$ cat src/rtl/uart_pkg.sv
// Shared types and defaults for the UART slice: FSM state encoding,
// default parameter values and a width helper for the internal counters.
package uart_pkg;

    typedef enum logic [1:0] {
        IDLE  = 2'b00,
        START = 2'b01,
        DATA  = 2'b10,
        STOP  = 2'b11
    } state_t;

    localparam int DEF_DBIT    = 8;
    localparam int DEF_SB_TICK = 16;
    localparam int DEF_DVSR    = 163;
    localparam int DEF_FIFO_W  = 2;

    // Bits needed to hold values 0..n-1, never less than one bit.
    function automatic int width_of(input int n);
        return (n > 1) ? $clog2(n) : 1;
    endfunction

endpackage

$ cat src/rtl/uart_fifo.sv
// Circular-buffer FIFO with registered full/empty flags and first-word
// fall-through read data. Storage is cleared on reset.
module uart_fifo
    import uart_pkg::*;
#(
    parameter int B = DEF_DBIT,
    parameter int W = DEF_FIFO_W
) (
    input  logic         clk,
    input  logic         reset,
    input  logic         rd,
    input  logic         wr,
    input  logic [B-1:0] w_data,
    output logic [B-1:0] r_data,
    output logic         full,
    output logic         empty
);

    localparam int unsigned DEPTH = 1 << W;

    logic [B-1:0] mem [DEPTH];
    logic [W-1:0] w_ptr;
    logic [W-1:0] r_ptr;
    logic [W-1:0] w_ptr_succ;
    logic [W-1:0] r_ptr_succ;
    logic         do_wr;
    logic         do_rd;

    // A write into a full buffer is accepted only when the head leaves in
    // the same clock; the freed slot is the one being written.
    always_comb begin
        do_rd      = rd && !empty;
        do_wr      = wr && (!full || rd);
        w_ptr_succ = w_ptr + 1'b1;
        r_ptr_succ = r_ptr + 1'b1;
    end

    always_ff @(posedge clk) begin
        if (!reset) begin
            for (int unsigned i = 0; i < DEPTH; i++) begin
                mem[i[W-1:0]] <= '0;
            end
            w_ptr <= '0;
            r_ptr <= '0;
            full  <= 1'b0;
            empty <= 1'b1;
        end else begin
            if (do_wr) begin
                mem[w_ptr] <= w_data;
                w_ptr      <= w_ptr_succ;
            end
            if (do_rd) begin
                r_ptr <= r_ptr_succ;
            end
            if (do_wr && !do_rd) begin
                empty <= 1'b0;
                full  <= (w_ptr_succ == r_ptr);
            end else if (do_rd && !do_wr) begin
                full  <= 1'b0;
                empty <= (r_ptr_succ == w_ptr);
            end
        end
    end

    assign r_data = mem[r_ptr];

endmodule

$ cat src/rtl/uart.sv
// Full-duplex UART: shared 16x oversampling baud tick, receiver and
// transmitter FSMs, and a small FIFO on each direction.
module uart
    import uart_pkg::*;
#(
    parameter int DBIT    = DEF_DBIT,
    parameter int SB_TICK = DEF_SB_TICK,
    parameter int DVSR    = DEF_DVSR,
    parameter int FIFO_W  = DEF_FIFO_W
) (
    input  logic            clk,
    input  logic            reset,
    input  logic [DBIT-1:0] w_data,
    input  logic            wr,
    output logic            full,
    output logic            tx,
    input  logic            rx,
    input  logic            rd,
    output logic [DBIT-1:0] r_data,
    output logic            empty
);

    localparam int CW = width_of(DVSR);
    localparam int SW = (width_of(SB_TICK) > 4) ? width_of(SB_TICK) : 4;
    localparam int NW = width_of(DBIT);

    // Baud generator
    logic [CW-1:0] cnt;
    logic          tick;

    assign tick = (cnt == CW'(DVSR - 1));

    always_ff @(posedge clk) begin
        if (!reset) begin
            cnt <= '0;
        end else begin
            cnt <= tick ? '0 : cnt + 1'b1;
        end
    end

    // Receiver
    state_t          rx_state, rx_state_next;
    logic [SW-1:0]   rx_s, rx_s_next;
    logic [NW-1:0]   rx_n, rx_n_next;
    logic [DBIT-1:0] rx_b, rx_b_next;
    logic            rx_done;
    logic            rx_fifo_full;
    logic            rx_fifo_wr;

    always_ff @(posedge clk) begin
        if (!reset) begin
            rx_state <= IDLE;
            rx_s     <= '0;
            rx_n     <= '0;
            rx_b     <= '0;
        end else begin
            rx_state <= rx_state_next;
            rx_s     <= rx_s_next;
            rx_n     <= rx_n_next;
            rx_b     <= rx_b_next;
        end
    end

    always_comb begin
        rx_state_next = rx_state;
        rx_s_next     = rx_s;
        rx_n_next     = rx_n;
        rx_b_next     = rx_b;
        rx_done       = 1'b0;
        unique case (rx_state)
            IDLE: begin
                if (!rx) begin
                    rx_state_next = START;
                    rx_s_next     = '0;
                end
            end
            START: begin
                // Mid-start-bit check rejects glitches shorter than half a bit.
                if (tick) begin
                    if (rx_s == SW'(7)) begin
                        if (!rx) begin
                            rx_state_next = DATA;
                            rx_s_next     = '0;
                            rx_n_next     = '0;
                        end else begin
                            rx_state_next = IDLE;
                        end
                    end else begin
                        rx_s_next = rx_s + 1'b1;
                    end
                end
            end
            DATA: begin
                if (tick) begin
                    if (rx_s == SW'(15)) begin
                        rx_s_next = '0;
                        rx_b_next = {rx, rx_b[DBIT-1:1]};
                        if (rx_n == NW'(DBIT - 1)) begin
                            rx_state_next = STOP;
                        end else begin
                            rx_n_next = rx_n + 1'b1;
                        end
                    end else begin
                        rx_s_next = rx_s + 1'b1;
                    end
                end
            end
            STOP: begin
                if (tick) begin
                    if (rx_s == SW'(SB_TICK - 1)) begin
                        rx_state_next = IDLE;
                        rx_done       = 1'b1;
                    end else begin
                        rx_s_next = rx_s + 1'b1;
                    end
                end
            end
        endcase
    end

    // A byte arriving on a full RX FIFO is dropped unless the host frees a slot
    // in the same clock.
    assign rx_fifo_wr = rx_done && (!rx_fifo_full || rd);

    uart_fifo #(
        .B(DBIT),
        .W(FIFO_W)
    ) rx_fifo (
        .clk    (clk),
        .reset  (reset),
        .rd     (rd),
        .wr     (rx_fifo_wr),
        .w_data (rx_b),
        .r_data (r_data),
        .full   (rx_fifo_full),
        .empty  (empty)
    );

    // Transmitter
    state_t          tx_state, tx_state_next;
    logic [SW-1:0]   tx_s, tx_s_next;
    logic [NW-1:0]   tx_n, tx_n_next;
    logic [DBIT-1:0] tx_b, tx_b_next;
    logic            tx_reg, tx_next;
    logic            tx_fifo_rd;
    logic            tx_fifo_empty;
    logic [DBIT-1:0] tx_fifo_dout;

    uart_fifo #(
        .B(DBIT),
        .W(FIFO_W)
    ) tx_fifo (
        .clk    (clk),
        .reset  (reset),
        .rd     (tx_fifo_rd),
        .wr     (wr),
        .w_data (w_data),
        .r_data (tx_fifo_dout),
        .full   (full),
        .empty  (tx_fifo_empty)
    );

    always_ff @(posedge clk) begin
        if (!reset) begin
            tx_state <= IDLE;
            tx_s     <= '0;
            tx_n     <= '0;
            tx_b     <= '0;
            tx_reg   <= 1'b1;
        end else begin
            tx_state <= tx_state_next;
            tx_s     <= tx_s_next;
            tx_n     <= tx_n_next;
            tx_b     <= tx_b_next;
            tx_reg   <= tx_next;
        end
    end

    always_comb begin
        tx_state_next = tx_state;
        tx_s_next     = tx_s;
        tx_n_next     = tx_n;
        tx_b_next     = tx_b;
        tx_next       = 1'b1;
        tx_fifo_rd    = 1'b0;
        unique case (tx_state)
            IDLE: begin
                if (!tx_fifo_empty) begin
                    tx_fifo_rd    = 1'b1;
                    tx_b_next     = tx_fifo_dout;
                    tx_s_next     = '0;
                    tx_state_next = START;
                end
            end
            START: begin
                tx_next = 1'b0;
                if (tick) begin
                    if (tx_s == SW'(15)) begin
                        tx_state_next = DATA;
                        tx_s_next     = '0;
                        tx_n_next     = '0;
                    end else begin
                        tx_s_next = tx_s + 1'b1;
                    end
                end
            end
            DATA: begin
                tx_next = tx_b[0];
                if (tick) begin
                    if (tx_s == SW'(15)) begin
                        tx_s_next = '0;
                        tx_b_next = tx_b >> 1;
                        if (tx_n == NW'(DBIT - 1)) begin
                            tx_state_next = STOP;
                        end else begin
                            tx_n_next = tx_n + 1'b1;
                        end
                    end else begin
                        tx_s_next = tx_s + 1'b1;
                    end
                end
            end
            STOP: begin
                if (tick) begin
                    if (tx_s == SW'(SB_TICK - 1)) begin
                        tx_state_next = IDLE;
                    end else begin
                        tx_s_next = tx_s + 1'b1;
                    end
                end
            end
        endcase
    end

    assign tx = tx_reg;

endmodule

$ cat config.mk
export PLATFORM = sky130hd
export DESIGN_NAME = uart
export DESIGN_NICKNAME = d
export VERILOG_FILES = /design/src/rtl/uart_pkg.sv /design/src/rtl/uart_fifo.sv /design/src/rtl/uart.sv
export SDC_FILE = /design/constraint.sdc
export NUM_CORES = 1
export LEC_CHECK = 0
export ABC_AREA = 1
export CAP_MARGIN = 0
export CORE_UTILIZATION = 33
export DETAILED_ROUTE_END_ITERATION = 10
export PLACE_DENSITY = 0.57
export SYNTH_ARGS = -nofsm -noshare
export SYNTH_HDL_FRONTEND = slang
export SYNTH_SLANG_ARGS = --single-unit
$ cat constraint.sdc
create_clock -name clk -period 2.55 [get_ports clk]
set_input_delay 0.765 -clock clk [delete_from_list [all_inputs] [get_ports clk]]
set_output_delay 0.765 -clock clk [all_outputs]
set_load 0.005 [all_outputs]
; ---- After elaboration in Yosys (flattened, before gate mapping)
; Memories as Yosys holds them, arrays and structs flattened. A register that Yosys moved wholly into a read port is not among the register bits.
; Cells that the tools add are included.
; Widths: inputs -> output; s select.
[classes]
n_addsub = 9
multipliers = 0
div_mod_pow = 0
n_lt_le_gt_ge = 0
n_eq_ne = 38
n_shift = 0
muxes = 81
bitwise = 1
n_reduce_logical = 38
[op_table]
columns = operator, count
row1 = $mux 4, 12
row2 = $mux 2, 23
row3 = $ne 2x2->1 const B, 21
row4 = $mux 8, 5
row5 = $mux 3, 11
row6 = $mux 1, 22
row7 = $pmux 2 s4, 2
row8 = $pmux 4 s4, 1
row9 = $pmux 8 s2, 1
row10 = $reduce_and 8->1, 2
row11 = $reduce_or 8->1, 2
row12 = $pmux 3 s2, 2
row13 = $pmux 4 s3, 1
row14 = $reduce_and 4->1, 3
row15 = $reduce_bool 2->1, 5
row16 = $logic_and 1x1->1, 9
row17 = $add 2x1->2 const B, 4
row18 = $add 4x1->4 const B, 2
row19 = $add 8x1->8 const B, 1
row20 = $eq 2x2->1, 4
row21 = $eq 2x2->1 const B, 4
row22 = $eq 4x4->1 const B, 2
row23 = $eq 8x8->1 const B, 1
row24 = $logic_not 1->1, 8
row25 = 13 further kinds, 19
[word_totals]
ff_bits = 55
latchBits = 0
mem_bits_rw = 64
romBits = 0
input_bits = 13
output_inout_bits = 11
mem_count = 2
[mem_list]
columns = name, words, word_bits, read_ports, rd_clocked_by_memory_dff, write_ports, line
row1 = rx_fifo.mem, 4, 8, 1, 1, 4, uart_fifo.sv:21  ; logic [B-1:0] mem [DEPTH];
row2 = tx_fifo.mem, 4, 8, 1, 1, 4, uart_fifo.sv:21

; ---- Longest topological paths before layout
; Gate-level depths: netlist (run 1).
[logic_depth]
ltp_word = 11
mapped_depth = 12
ltp_nobuf = 12

; ---- By module
; From an unflattened synthesis (run 1), not the netlist that was laid out.
[unflattened]
cells_unflattened = 727
area_unflattened_um2 = 6013.3
[by_module_without_submodules]
columns = module, n_inst, cells_each, area_each_um2, seq_area_each_um2
row1 = uart_fifo, 2, 185, 1820.5, 1121.1
row2 = uart, 1, 357, 2372.3, 860.8

; ---- Least setup slack after synthesis (run 1)
; No wires, ideal clock.
[synth_path]
kind = input-to-reg
startpoint = input reset
endpoint = memory rx_fifo.mem[0][0] (netlist bit), enable pin
arrival_time_ps = 1772
t_required_ps = 2191
setup_slack_ps = 419
stages = 4
path_cell_list = buf_2 -> clkbuf_1 -> clkbuf_1 -> o21ai_0
[synth_rtl]
columns = item, line
row1 = "start, declared", uart.sv:12  ; input logic reset,
row2 = "end, declared", uart_fifo.sv:21

==> flow_summary_export.csv, run 1 <==
group,metric,value,unit
floorplan,dieHeight,136,µm
place,place_area,6450,µm²
finish,syn_to_final_growth,21.0,%
global_route,grt_pass1_vias,4254,
timing,tightest_slew,0.540,ns
finish,fin_area,7130,µm²
yosys,ys_types,35,
yosys,synth-xor-area-share,0.0163,
drt,ant_nets,0,
timing,setup_viol,0,
finish,fillers,1747,
worst_setup_path,setup.worst_path.end,"r_data[7]",
timing,min_period,2.43,ns
drt,routedWlPerCell,12.3,µm
worst_setup_path,worstPathArrival,1.67,ns
timing,timing.final.crit_share,0.953,
worst_setup_path,rr_endpoint,"tx_fifo.mem[2][7]",
timing,fmax,411,MHz
floorplan,die_w,136,µm
global_route,overflow,0,
drt,vias_per_cell,4.56,
global_route,globalRouteTotalUtil,0.147,
yosys,synth_top_area_cell,"edfxtp_1",
worst_setup_path,crit_type,"flop to output port",
yosys,synth_seq_area_share,0.526,
worst_setup_path,crit_required,1.79,ns
yosys,synthesis.nets,744,
clock_tree,cts_tree,"yes",
finish,n_antenna_cell,0,
yosys,netlist_area,5900,µm²
yosys,ys_top_cells_by_area,"edfxtp_1 (33%), dfxtp_1 (20%), nor2_1 (9.7%)",
power,vdd_ir_drop_max,0.488,mV
floorplan,core,17400,µm²
yosys,synth_compound_area_frac,0.0887,
timing,fin_skew,0.00938,ns
floorplan,ioPinCount,24,
drt,drc,0,
worst_setup_path,slowest_delay,0.51,ns
outcome,status,"finished, final reports clean",
timing,hold_violations,0,
place,dp_hpwl,8.51,mm
drt,drt-total-wl,12.3,mm
yosys,synth_top_family_by_area,"simple AND/OR/NAND/NOR gates",
finish,multi_input_area,2380,µm²
finish,largestRegisters,"rx_fifo.mem x32, tx_fifo.mem x32",
worst_setup_path,r2r_start,"tx_state[0]",
clock_tree,root_buffer,"clkbuf_16",
job,drv_cap,0,
place,place_congestion,0.750,
timing,slew_viol_final,0,
power,cellLeakagePower,3.06,nW
finish,layout.nets,788,
global_route,grt_pass1_wl,20.6,mm
finish,ff_latch_area,3110,µm²
min_path,hp-class,"flop to flop",
timing,slew_headroom,0.640,
power,total_power,6.83,mW
finish,utilization,0.411,
worst_setup_path,crit_path_top_delay_cell,"clkdlybuf4s50_1",
yosys,synth_fa_ha_area_frac,0.0318,
timing,finalSetupTns,0,ns
floorplan,rows,48,
power,powerDensity,957,nW/µm²
yosys,synthSimpleGateAreaFrac,0.266,
clock_tree,clk_pin_slew,0.06,ns
clock_tree,clk_latency,0.42,ns
yosys,synth_mux_area_frac,0,
drt,via_count,4553,
yosys,ys_ff_latch,123,
place,io_buffers,23,
finish,drive_gt1_frac,0.107,
floorplan,initial_core_util,0.340,
yosys,yosysWarningCount,0,
worst_setup_path,cp-end-kind,"output port",
global_route,grt_max_degree,32,
drt,first_iter_violations,255,
worst_setup_path,r2r_setup_slack,0.46,ns
clock_tree,h-tree-depth,4,
floorplan,dieArea,18400,µm²
drt,firstDrtPassIters,8,
worst_setup_path,reg2regPathDepth,10,
yosys,postSynthAreaPerCell,8.24,µm²
yosys,synth_top_cell_area_share,0.326,
clock_tree,cts_buffer_depth,2,
worst_setup_path,start_kind,"flop",
global_route,antenna_found_initial,0,
clock_tree,cts_buffers,17,
yosys,syn_inst,716,
clock_tree,holdBufCountCts,0,
clock_tree,clock_sinks,123,
worst_setup_path,crit_chain,"o21ai_0 -> o22ai_1 -> clkdlybuf4s50_1",
worst_setup_path,cp_max_fo,9,
==> what timing repair did <==
action                     4_1_cts  5_1_grt
buffers inserted                 1        0
resized for setup                6        9
cloned                           0        1
pin swaps                        2        0
setup endpoints to repair        8        8
==> placed cells by master, fill, tap and decap left out, types with 2 or more instances in the layout <==
cell type	netlist	layout
clkinvlp_4	0	6
inv_6	0	2
nand2_4	2	2
dlymetal6s2s_1	0	5
bufinv_16	0	4
nor3b_1	3	3
a21oi_1	26	26
nand3_1	25	25
nand3_2	2	2
o21ai_0	61	60
xor2_1	10	10
nor3_1	6	6
clkinv_4	0	4
ha_1	15	15
o21a_1	2	2
edfxtp_1	64	64
nor2_2	2	2
nor3_2	12	12
buf_4	0	19
inv_1	83	81
nand4_1	8	8
dlygate4sd2_1	0	2
dfxtp_1	59	58
nand2_1	142	142
nor2_1	153	153
inv_2	3	4
clkbuf_16	0	17
o22ai_1	8	8
clkdlybuf4s50_1	0	15
==> per-layer routing <==
metal / routed length, µm / global-route usage
met1: 5920 / 0.179
met2: 5830 / 0.243
met3: 420 / 0.0460
met4: 148 / 0.0531
met5: 0 / 0
==> where the power goes <==
part           internal [mW]  switching (mW)
sequential              2.36           0.187
clock                   1.65           0.923
combinational          0.615            1.10
==> layout make-up <==
class	count	share of cell area
sequential	123	0.435
multi-input combinational	487	0.333
clock buffer	17	0.0596
timing repair buffer	43	0.0551
inverter	87	0.0463
tap	225	0.0395
clock inverter	15	0.0300
timing repair inverter	1	0.00105
==> worst max-delay path, delay by kind of cell, from the launching register on <==
family	cells	cell delay (ns)
compound gates	2	0.28
flops	1	0.46
buf+inv	1	0.51
==> cell usage after synthesis <==
library cell,n
a22oi_1,1
o21a_1,2
ha_1,15
nand4_2,1
inv_2,3
nand2_2,1
nand2_4,2
clkbuf_1,10
nand4_1,8
o22ai_1,8
xnor2_1,1
and3_1,1
dfxtp_1,59
nor3_4,1
nor3b_1,3
nor2_2,2
nor3_2,12
buf_6,2
nand3_2,2
nand2_1,142
a211oi_1,1
nor3_1,6
buf_1,2
xor2_1,10
edfxtp_1,64
buf_2,5
o211ai_1,1
or2_2,1
inv_1,83
nor2_1,153
o21ai_0,61
a21oi_1,26
nor2_4,1
clkinv_1,1
nand3_1,25
==> logic make-up (layout without fill, tap and decap cells) <==
group,Yosys count,after routing
flip-flops,123,123
AO/OA/AOI/OAI,100,100
buffers and inverters,106,163
adder cells (fa/ha/maj),15,15
AND/OR/NAND/NOR,361,361
XOR/XNOR,11,11
==> worst min-delay path by stage <==
stage,start,slack [ns],cells after the start,end
floorplan,cnt[0],0.43,1,cnt[0]
global placement,cnt[0],0.45,1,cnt[0]
detailed placement,tx_b[7],0.46,2,tx_b[7]
CTS,rx_fifo.full,0.47,2,rx_fifo.full
global route,tx_b[7],0.49,2,tx_b[7]
finish,rx_fifo.full,0.47,2,rx_fifo.full
==> metrics by stage <==
stage,instances,setup slack (ns),hold WS [ns]
finish,998,0.119,0.466
global route,998,-0.00184,0.485
CTS,997,0.0227,0.470
detailed placement,964,0.118,0.460
global placement,964,0.167,0.448
floorplan,716,0.419,0.430
No activity file was read; power rests on OpenSTA's default activity.
==> run 2: changes to the inputs <==
- CTS_CLUSTER_SIZE: default -> 12
- SLEW_MARGIN: default -> 10
==> results of run 2 <==
No change in the layout: final DEF, timing and power equal those of run 1.
==> run 3: changes to the inputs <==
- SLEW_MARGIN: 10 -> 20
==> results of run 3 <==
No change in the layout: final DEF, timing and power equal those of run 1.
